`config.mk`:
```
export PLATFORM = sky130hd
export DESIGN_NAME = fifo_reader
export DESIGN_NICKNAME = d
export VERILOG_FILES = /design/src/rtl/fifo_reader_pkg.sv /design/src/rtl/fifo_reader_pop_timer.sv /design/src/rtl/fifo_reader.sv
export SDC_FILE = /design/constraint.sdc
export NUM_CORES = 1
export LEC_CHECK = 0
export CAP_MARGIN = 30
export CORE_MARGIN = 4
export CORE_UTILIZATION = 40
export CTS_CLUSTER_DIAMETER = 40
export DETAILED_ROUTE_END_ITERATION = 10
export PLACE_DENSITY = 0.79
export SLEW_MARGIN = 25
export SYNTH_ARGS = -nofsm -noshare
export SYNTH_HDL_FRONTEND = slang
export SYNTH_SLANG_ARGS = --single-unit
```
`constraint.sdc`:
```
create_clock -name clk -period 4.15 [get_ports clk]
set_input_delay 0.6225 -clock clk [delete_from_list [all_inputs] [get_ports clk]]
set_output_delay 0.6225 -clock clk [all_outputs]
set_load 0.02 [all_outputs]
```
`src/rtl/fifo_reader_pkg.sv`:
```
// rtl/fifo_reader_pkg.sv - shared reader/buffer state encodings and sizing helper
package fifo_reader_pkg;

    typedef enum logic [1:0] {
        IDLE = 2'b00,
        WAIT = 2'b01,
        SEND = 2'b10
    } rd_state_t;

    function automatic int timer_width(input int limit);
        return $clog2(limit + 1);
    endfunction

endpackage

```
`src/rtl/fifo_reader_pop_timer.sv`:
```
// rtl/fifo_reader_pop_timer.sv - counts WAIT cycles without a valid word
module pop_timer
    import fifo_reader_pkg::*;
#(
    parameter int timeout = 4
) (
    input  logic clk,
    input  logic rst,
    input  logic clear,
    input  logic run,
    output logic expired
);

    localparam int tw = timer_width(timeout);
    localparam logic [tw-1:0] last = tw'(timeout - 1);

    logic [tw-1:0] count;

    // Fires in the last empty cycle so the registered err lands timeout cycles after consume.
    always_comb expired = run && !clear && (count == last);

    always_ff @(posedge clk or negedge rst) begin
        if (!rst) begin
            count <= '0;
        end else if (clear || expired) begin
            count <= '0;
        end else if (run) begin
            count <= count + tw'(1);
        end
    end

endmodule

```
`src/rtl/fifo_reader.sv`:
```
// rtl/fifo_reader.sv - pops words from an upstream buffer and hands them downstream
module fifo_reader
    import fifo_reader_pkg::*;
#(
    parameter int bit_width = 16,
    parameter int timeout   = 4,
    parameter int cnt_w     = 8
) (
    input  logic                 clk,
    input  logic                 rst,
    input  logic                 en,
    input  logic                 empty,
    input  logic [bit_width:0]   buf_data,
    output logic                 consume,
    output logic                 link_valid,
    output logic [bit_width-1:0] link_data,
    input  logic                 link_ack,
    output logic [cnt_w-1:0]     word_cnt,
    output logic                 err
);

    rd_state_t            state, state_nxt;
    logic                 armed;
    logic                 consume_nxt, valid_nxt, err_nxt;
    logic [bit_width-1:0] data_nxt;
    logic [cnt_w-1:0]     cnt_nxt;
    logic                 word_valid, in_wait, expired;

    assign word_valid = buf_data[bit_width];
    assign in_wait    = (state == WAIT);

    pop_timer #(.timeout(timeout)) u_pop_timer (
        .clk     (clk),
        .rst     (rst),
        .clear   (!in_wait || word_valid),
        .run     (in_wait && !word_valid),
        .expired (expired)
    );

    always_comb begin
        state_nxt   = state;
        consume_nxt = 1'b0;
        valid_nxt   = link_valid;
        data_nxt    = link_data;
        err_nxt     = 1'b0;
        cnt_nxt     = word_cnt;
        case (state)
            IDLE: begin
                if (armed && en && !empty) begin
                    state_nxt   = WAIT;
                    consume_nxt = 1'b1;
                end
            end
            WAIT: begin
                // A valid word beats an expiring timer in the same cycle.
                if (word_valid) begin
                    data_nxt  = buf_data[bit_width-1:0];
                    valid_nxt = 1'b1;
                    state_nxt = SEND;
                end else if (expired) begin
                    err_nxt   = 1'b1;
                    state_nxt = IDLE;
                end
            end
            SEND: begin
                if (link_ack) begin
                    cnt_nxt   = word_cnt + cnt_w'(1);
                    valid_nxt = 1'b0;
                    if (en && !empty) begin
                        state_nxt   = WAIT;
                        consume_nxt = 1'b1;
                    end else begin
                        state_nxt = IDLE;
                    end
                end
            end
            default: begin
                state_nxt = IDLE;
                valid_nxt = 1'b0;
            end
        endcase
    end

    // armed holds off the first pop until the second edge after reset release.
    always_ff @(posedge clk or negedge rst) begin
        if (!rst) begin
            state      <= IDLE;
            armed      <= 1'b0;
            consume    <= 1'b0;
            link_valid <= 1'b0;
            link_data  <= '0;
            word_cnt   <= '0;
            err        <= 1'b0;
        end else begin
            state      <= state_nxt;
            armed      <= 1'b1;
            consume    <= consume_nxt;
            link_valid <= valid_nxt;
            link_data  <= data_nxt;
            word_cnt   <= cnt_nxt;
            err        <= err_nxt;
        end
    end

endmodule

```
==> results.json, run 1 <==
{
  "run_status": "completed",
  "finalWeightedCongestion": 0.739,
  "min_period_ns": 2.07,
  "avgSynthCellArea_um2": 14.6,
  "dieArea_mm2": 0.00434,
  "synthDistinctLibCells": 24,
  "post-route-util_pct": 61.2,
  "place_ws_ns": 2.24,
  "leakage_nw": 0.869,
  "clk_path_buf_depth": 2,
  "grt_overflow": 0,
  "htreeDepth": 2,
  "std_cell_rows": 20,
  "cts_hold_buf": 0,
  "vias": 897,
  "yosys.area.top_type": "dfrtp_1",
  "cts_tree": "built",
  "finalWorstSetupSlack_ns": 2.08,
  "netlist_area_mm2": 0.00134,
  "postCtsSetupBuffers": 0,
  "grt_start_max_net_pins": 34,
  "max_cap_violations": 0,
  "period_share_pct": 49.8,
  "endpoint_kind": "output pin",
  "rsz0062_at_grt": "false",
  "boundaryPins": 49,
  "area_delta_synth_final_pct": 42.8,
  "place_hpwl_um": 1940,
  "cp_max_fo": 6,
  "clock-sinks": 33,
  "viasPerCell": 4.70,
  "fp.dieW_um": 65.9,
  "worst_hold_slack_ns": 0.436,
  "irDropWorstVdd_uv": 228,
  "critPathTopFamily": "buffers and inverters",
  "netlist_instances": 92,
  "initial_core_util_pct": 42.9,
  "start_kind": "flip-flop",
  "worstHoldPathType": "flip-flop to flip-flop",
  "wirelength_um": 2580,
  "setup_viol": 0,
  "fp.dieH_um": 65.9,
  "synth_top_area_share_pct": 61.6,
  "hold_violations": 0,
  "cts-root-buf": "clkbuf_4",
  "drive_above_1_share_pct": 20.4,
  "critPathKind": "flip-flop to output pin",
  "synth_area_leaders": "dfrtp_1 62%, mux2_2 14%, xor2_1 3.3%",
  "cts-resized-gates": 0,
  "cpPeakStageDelay_ns": 0.65,
  "max_freq_mhz": 484,
  "cp_cell_sequence": "clkdlybuf4s50_1",
  "crit_buf_inv": 1,
  "grt_pass1_wl_um": 4270,
  "core_area_mm2": 0.00313,
  "grt_pass1_vias": 944,
  "fin_nets": 171,
  "dr.pass1.iters": 4,
  "fin_skew_ns": 0.00394,
  "required_ns": 3.53,
  "drc": 0,
  "yosysSeqAreaShare_pct": 61.6,
  "drt_iter0_drc": 24,
  "tns_ns": 0,
  "cts_buffers": 5,
  "io_buffers": 48,
  "cp_slowest_cell": "clkdlybuf4s50_1",
  "slew_violations": 0,
  "diodes": 0,
  "crit_arrival_ns": 1.44,
  "clk_pin_slew_worst_paths_ns": 0.09,
  "synth_warnings": 0,
  "syn-num-nets": 117,
  "grt_antenna_before_repair": 0,
  "powerDensity_mw_per_mm2": 564,
  "ant_nets": 0,
  "wire_per_inst_um": 13.5,
  "clock_latency_ns": 0.33,
  "ys_ff_latch": 33,
  "grt_util_all_layers_pct": 13.5
}
[per-stage QoR]
| step | instance area (um^2) | instances | power, mW |
|---|---|---|---|
| 6_report | 1920 | 191 | 1.08 |
| 5_1_grt | 1920 | 191 | 1.14 |
| 4_1_cts | 1920 | 191 | 1.09 |
| 3_5_place_dp | 1860 | 183 | 0.925 |
| 3_3_place_gp | 1860 | 183 | 0.910 |
| 2_1_floorplan | 1340 | 92 | 0.689 |
[cell usage after synthesis, drive strengths merged]
| cell type | instances |
|---|---|
| dfrtp | 33 |
| mux2 | 17 |
| nor2 | 7 |
| xor2 | 5 |
| ha | 3 |
| nand2 | 3 |
| buf | 2 |
| inv | 2 |
| nand3b | 2 |
| nand4 | 2 |
| nor3 | 2 |
| o21ai | 2 |
| xnor2 | 2 |
| a21oi | 1 |
| and4bb | 1 |
| conb | 1 |
| mux2i | 1 |
| nand2b | 1 |
| nand3 | 1 |
| nand4b | 1 |
| nor4b | 1 |
| or2b | 1 |
| or4b | 1 |
[power by group]
part | internal, mW | total, mW | switching [mW] | leakage, nW
Clock | 0.0644 | 0.168 | 0.104 | 0.0320
Sequential | 0.412 | 0.476 | 0.0640 | 0.415
Combinational | 0.240 | 0.436 | 0.195 | 0.423
Total | 0.717 | 1.08 | 0.364 | 0.869
[sequential cells by signal, summed over array words and instances, names as in the netlist]
| register | flops |
|---|---|
| link_data | 16 |
| armed | 1 |
| consume | 1 |
| u_pop_timer.count | 3 |
| state | 2 |
| err | 1 |
| word_cnt | 8 |
| link_valid | 1 |
[layout make-up]
class	instances	area, um^2
inverter	2	7.51
timing repair buffer	49	488
clock buffer	6	41.3
tap	44	55.1
multi-input combinational	55	488
fill	238	1210
sequential	33	826
clock inverter	2	10.0
[layout by cell type, fill, tap and decap left out, drive strengths merged, types with 2 or more instances in the layout]
cell,instances
clkbuf,6
clkdlybuf4s50,48
clkinv,2
dfrtp,33
ha,3
inv,2
mux2,17
nand2,3
nand3b,2
nand4,2
nor2,7
nor3,2
o21ai,2
xnor2,2
xor2,5
[cells by family (layout without fill, tap and decap cells)]
| logic type | Yosys count | after routing | synth area share [%] |
|---|---|---|---|
| AOI/OAI and AO/OA | 3 | 3 | 1.12 |
| other | 1 | 1 | 0.280 |
| DFF | 33 | 33 | 61.6 |
| and+or+nand+nor | 23 | 23 | 12.6 |
| xor gates and xnor gates | 7 | 7 | 4.57 |
| buffers and inverters | 4 | 59 | 2.05 |
| muxes | 18 | 18 | 15.0 |
| adders and majority gates | 3 | 3 | 2.80 |
[routing by layer]
layer	GRT usage (%)	vias to the layer above	routed length, um
li1	-	426	-
met1	14.1	423	1080
met2	21.7	41	1150
met3	5.61	7	290
met4	9.84	0	70
met5	0	-	0
[path summary, 6_finish.rpt]
kind / cells past startpoint / end / startpoint / slack, ns
worst min register to register: 1 / u_pop_timer.count[0]$_DFFE_PN0P_ / u_pop_timer.count[0]$_DFFE_PN0P_ / 0.44
worst max-delay path: 1 / word_cnt[3] / word_cnt[3]$_DFFE_PN0P_ / 2.08
min in group asynchronous: 2 / link_data[5]$_DFFE_PN0P_ / rst / 0.67
max in group asynchronous: 2 / word_cnt[4]$_DFFE_PN0P_ / rst / 3.18
worst min-delay path: 1 / u_pop_timer.count[0]$_DFFE_PN0P_ / u_pop_timer.count[0]$_DFFE_PN0P_ / 0.44
worst max register to register: 4 / u_pop_timer.count[1]$_DFFE_PN0P_ / u_pop_timer.count[0]$_DFFE_PN0P_ / 2.66
Note: power is estimated with default switching activity, not from simulation.
==> inputs of run 2 (changes only) <==
CORE_UTILIZATION = 39   (was 40)
PLACE_DENSITY = 0.8   (was 0.79)
clock period = 1.7 ns   (was 4.15 ns; I/O delays follow)
==> run 2 against run 1 <==
  * Design area up 2.4%
  * Global-route usage shrank 0.36 points
  * Setup slack lost 2.0 ns
  * Final cell count increased by 1.0%
  * Utilization is 2.5 points lower
  * Sequential share of layout area decreased by 0.99 points
  * Non-clock buffer count did not move
==> results.json, run 2 (synthesized netlist as in run 1, its figures left out) <==
{
  "run_status": "completed",
  "dpl.cell_count": 185,
  "diodes": 0,
  "post-route-util_pct": 58.8,
  "largest_reg_flops": 16,
  "placedInstanceArea_mm2": 0.00187,
  "wire_per_inst_um": 13.3,
  "reg_top3": "link_data: 16 flops, word_cnt: 8 flops, u_pop_timer.count: 3 flops",
  "crit_arrival_ns": 1.36,
  "hold_violations": 0,
  "start_kind": "flip-flop",
  "final_area_mm2": 0.00196,
  "drive_above_1_share_pct": 20.4,
  "cts_buffers": 5,
  "grt_pass1_wl_um": 4210,
  "clock_latency_ns": 0.33,
  "finalWeightedCongestion": 0.698,
  "max_cap_violations": 0,
  "most-common-layout-cells": "43 x clkdlybuf4s50_1, 33 x dfrtp_1, 17 x mux2_2",
  "io_buffers": 48,
  "viasPerCell": 4.62,
  "ant_nets": 0,
  "fillCellCount": 269,
  "grt_use_met1_pct": 14.2,
  "worst_hold_slack_ns": 0.314,
  "clk_path_buf_depth": 2,
  "final_common_cell": "clkdlybuf4s50_1",
  "drt_iter0_drc": 34,
  "endpoint_kind": "output pin",
  "rsz0062_at_grt": "false",
  "p_total_mw": 2.81,
  "cts_hold_buf": 0,
  "fin_skew_ns": 0.0120,
  "fp.dieH_um": 66.6,
  "grt-busiest-layer": "met2",
  "dieArea_mm2": 0.00444,
  "cts_tree": "built",
  "powerDensity_mw_per_mm2": 1430,
  "initial_core_util_pct": 40.2,
  "grt_start_max_net_pins": 34,
  "grt_util_all_layers_pct": 13.1,
  "grt_pass1_vias": 897,
  "cts-root-buf": "clkbuf_4",
  "critPathKind": "flip-flop to output pin",
  "grt_overflow": 0,
  "core_area_mm2": 0.00334,
  "period_share_pct": 95.0,
  "htreeDepth": 2,
  "gr-usage-met3_pct": 7.25,
  "clk_pin_slew_worst_paths_ns": 0.10,
  "use_met2_pct": 20.9,
  "drc": 0,
  "crit_buf_inv": 1,
  "dr.pass1.iters": 4,
  "final-instance-count-excl-fill": 193,
  "boundaryPins": 49,
  "cpPeakStageDelay_ns": 0.63,
  "cp_slowest_cell": "clkdlybuf4s50_1",
  "fin_nets": 171,
  "fp.dieW_um": 66.6,
  "worstHoldPathType": "input port to asynchronous set/reset pin",
  "grt_antenna_before_repair": 0,
  "std_cell_rows": 21,
  "place_hpwl_um": 1910,
  "required_ns": 1.44,
  "clock-sinks": 33,
  "vias": 892,
  "postCtsSetupBuffers": 0,
  "irDropWorstVdd_uv": 529,
  "tns_ns": 0,
  "cp_max_fo": 4,
  "critPathTopFamily": "buffers and inverters",
  "place_ws_ns": 0.152,
  "setup_viol": 0,
  "area_delta_synth_final_pct": 46.2,
  "finalWorstSetupSlack_ns": 0.0844,
  "max_freq_mhz": 619,
  "slew_violations": 0,
  "wirelength_um": 2570,
  "cp_cell_sequence": "clkdlybuf4s50_1",
  "min_period_ns": 1.62,
  "largest-register": "link_data",
  "leakage_nw": 0.949
}
run 2: changes by cell type in the layout (fill, tap and decap cells not counted):
cell | before | now
clkdlybuf4s50_1 | 48 | 43
dlygate4sd2_1 | 0 | 1
bufinv_16 | 0 | 1
clkbuf_8 | 0 | 1
dlymetal6s2s_1 | 0 | 4
clkinv_2 | 2 | 0
run 2: area by class of cell:
type                    instances  area (um^2)  share of cell area (%)
flip-flops and latches         33          826                    42.1
repair buffers                 49          497                    25.3
clock inverters                 1         30.0                    1.53
well taps                      46         57.6                    2.94
clock buffers                   7         55.1                    2.81
inverters                       2         7.51                   0.383
multi-input cells              55          488                    24.9
run 2: worst paths after layout:
path | from | endpoint | slack, ns | cells after the start
max | word_cnt[1]$_DFFE_PN0P_ | word_cnt[1] | 0.08 | 1
min | rst | err$_DFF_PN0_ | 0.31 | 2
max reg2reg | u_pop_timer.count[0]$_DFFE_PN0P_ | u_pop_timer.count[2]$_DFFE_PN0P_ | 0.23 | 4
min reg2reg | u_pop_timer.count[0]$_DFFE_PN0P_ | u_pop_timer.count[0]$_DFFE_PN0P_ | 0.44 | 1
max in group asynchronous | rst | consume$_DFF_PN0_ | 1.09 | 2
min in group clk | u_pop_timer.count[0]$_DFFE_PN0P_ | u_pop_timer.count[0]$_DFFE_PN0P_ | 0.44 | 1
run 2: timing repair:
item                       4_1_cts  5_1_grt
setup endpoints to repair        1        4
gates resized for setup          1        4
gates cloned                     0        0
run 2: report_power, final:
group,switching [mW],total [mW],leakage [nW],internal [mW]
Sequential,0.154,1.16,0.415,1.01
Combinational,0.472,1.05,0.489,0.578
Clock,0.249,0.600,0.0455,0.351
Total,0.875,2.81,0.949,1.94
run 2: layer usage:
metal / up-vias / routed length, um
li1: 422 / -
met1: 427 / 1030
met2: 38 / 1190
met3: 5 / 296
met4: 0 / 47
met5: - / 0
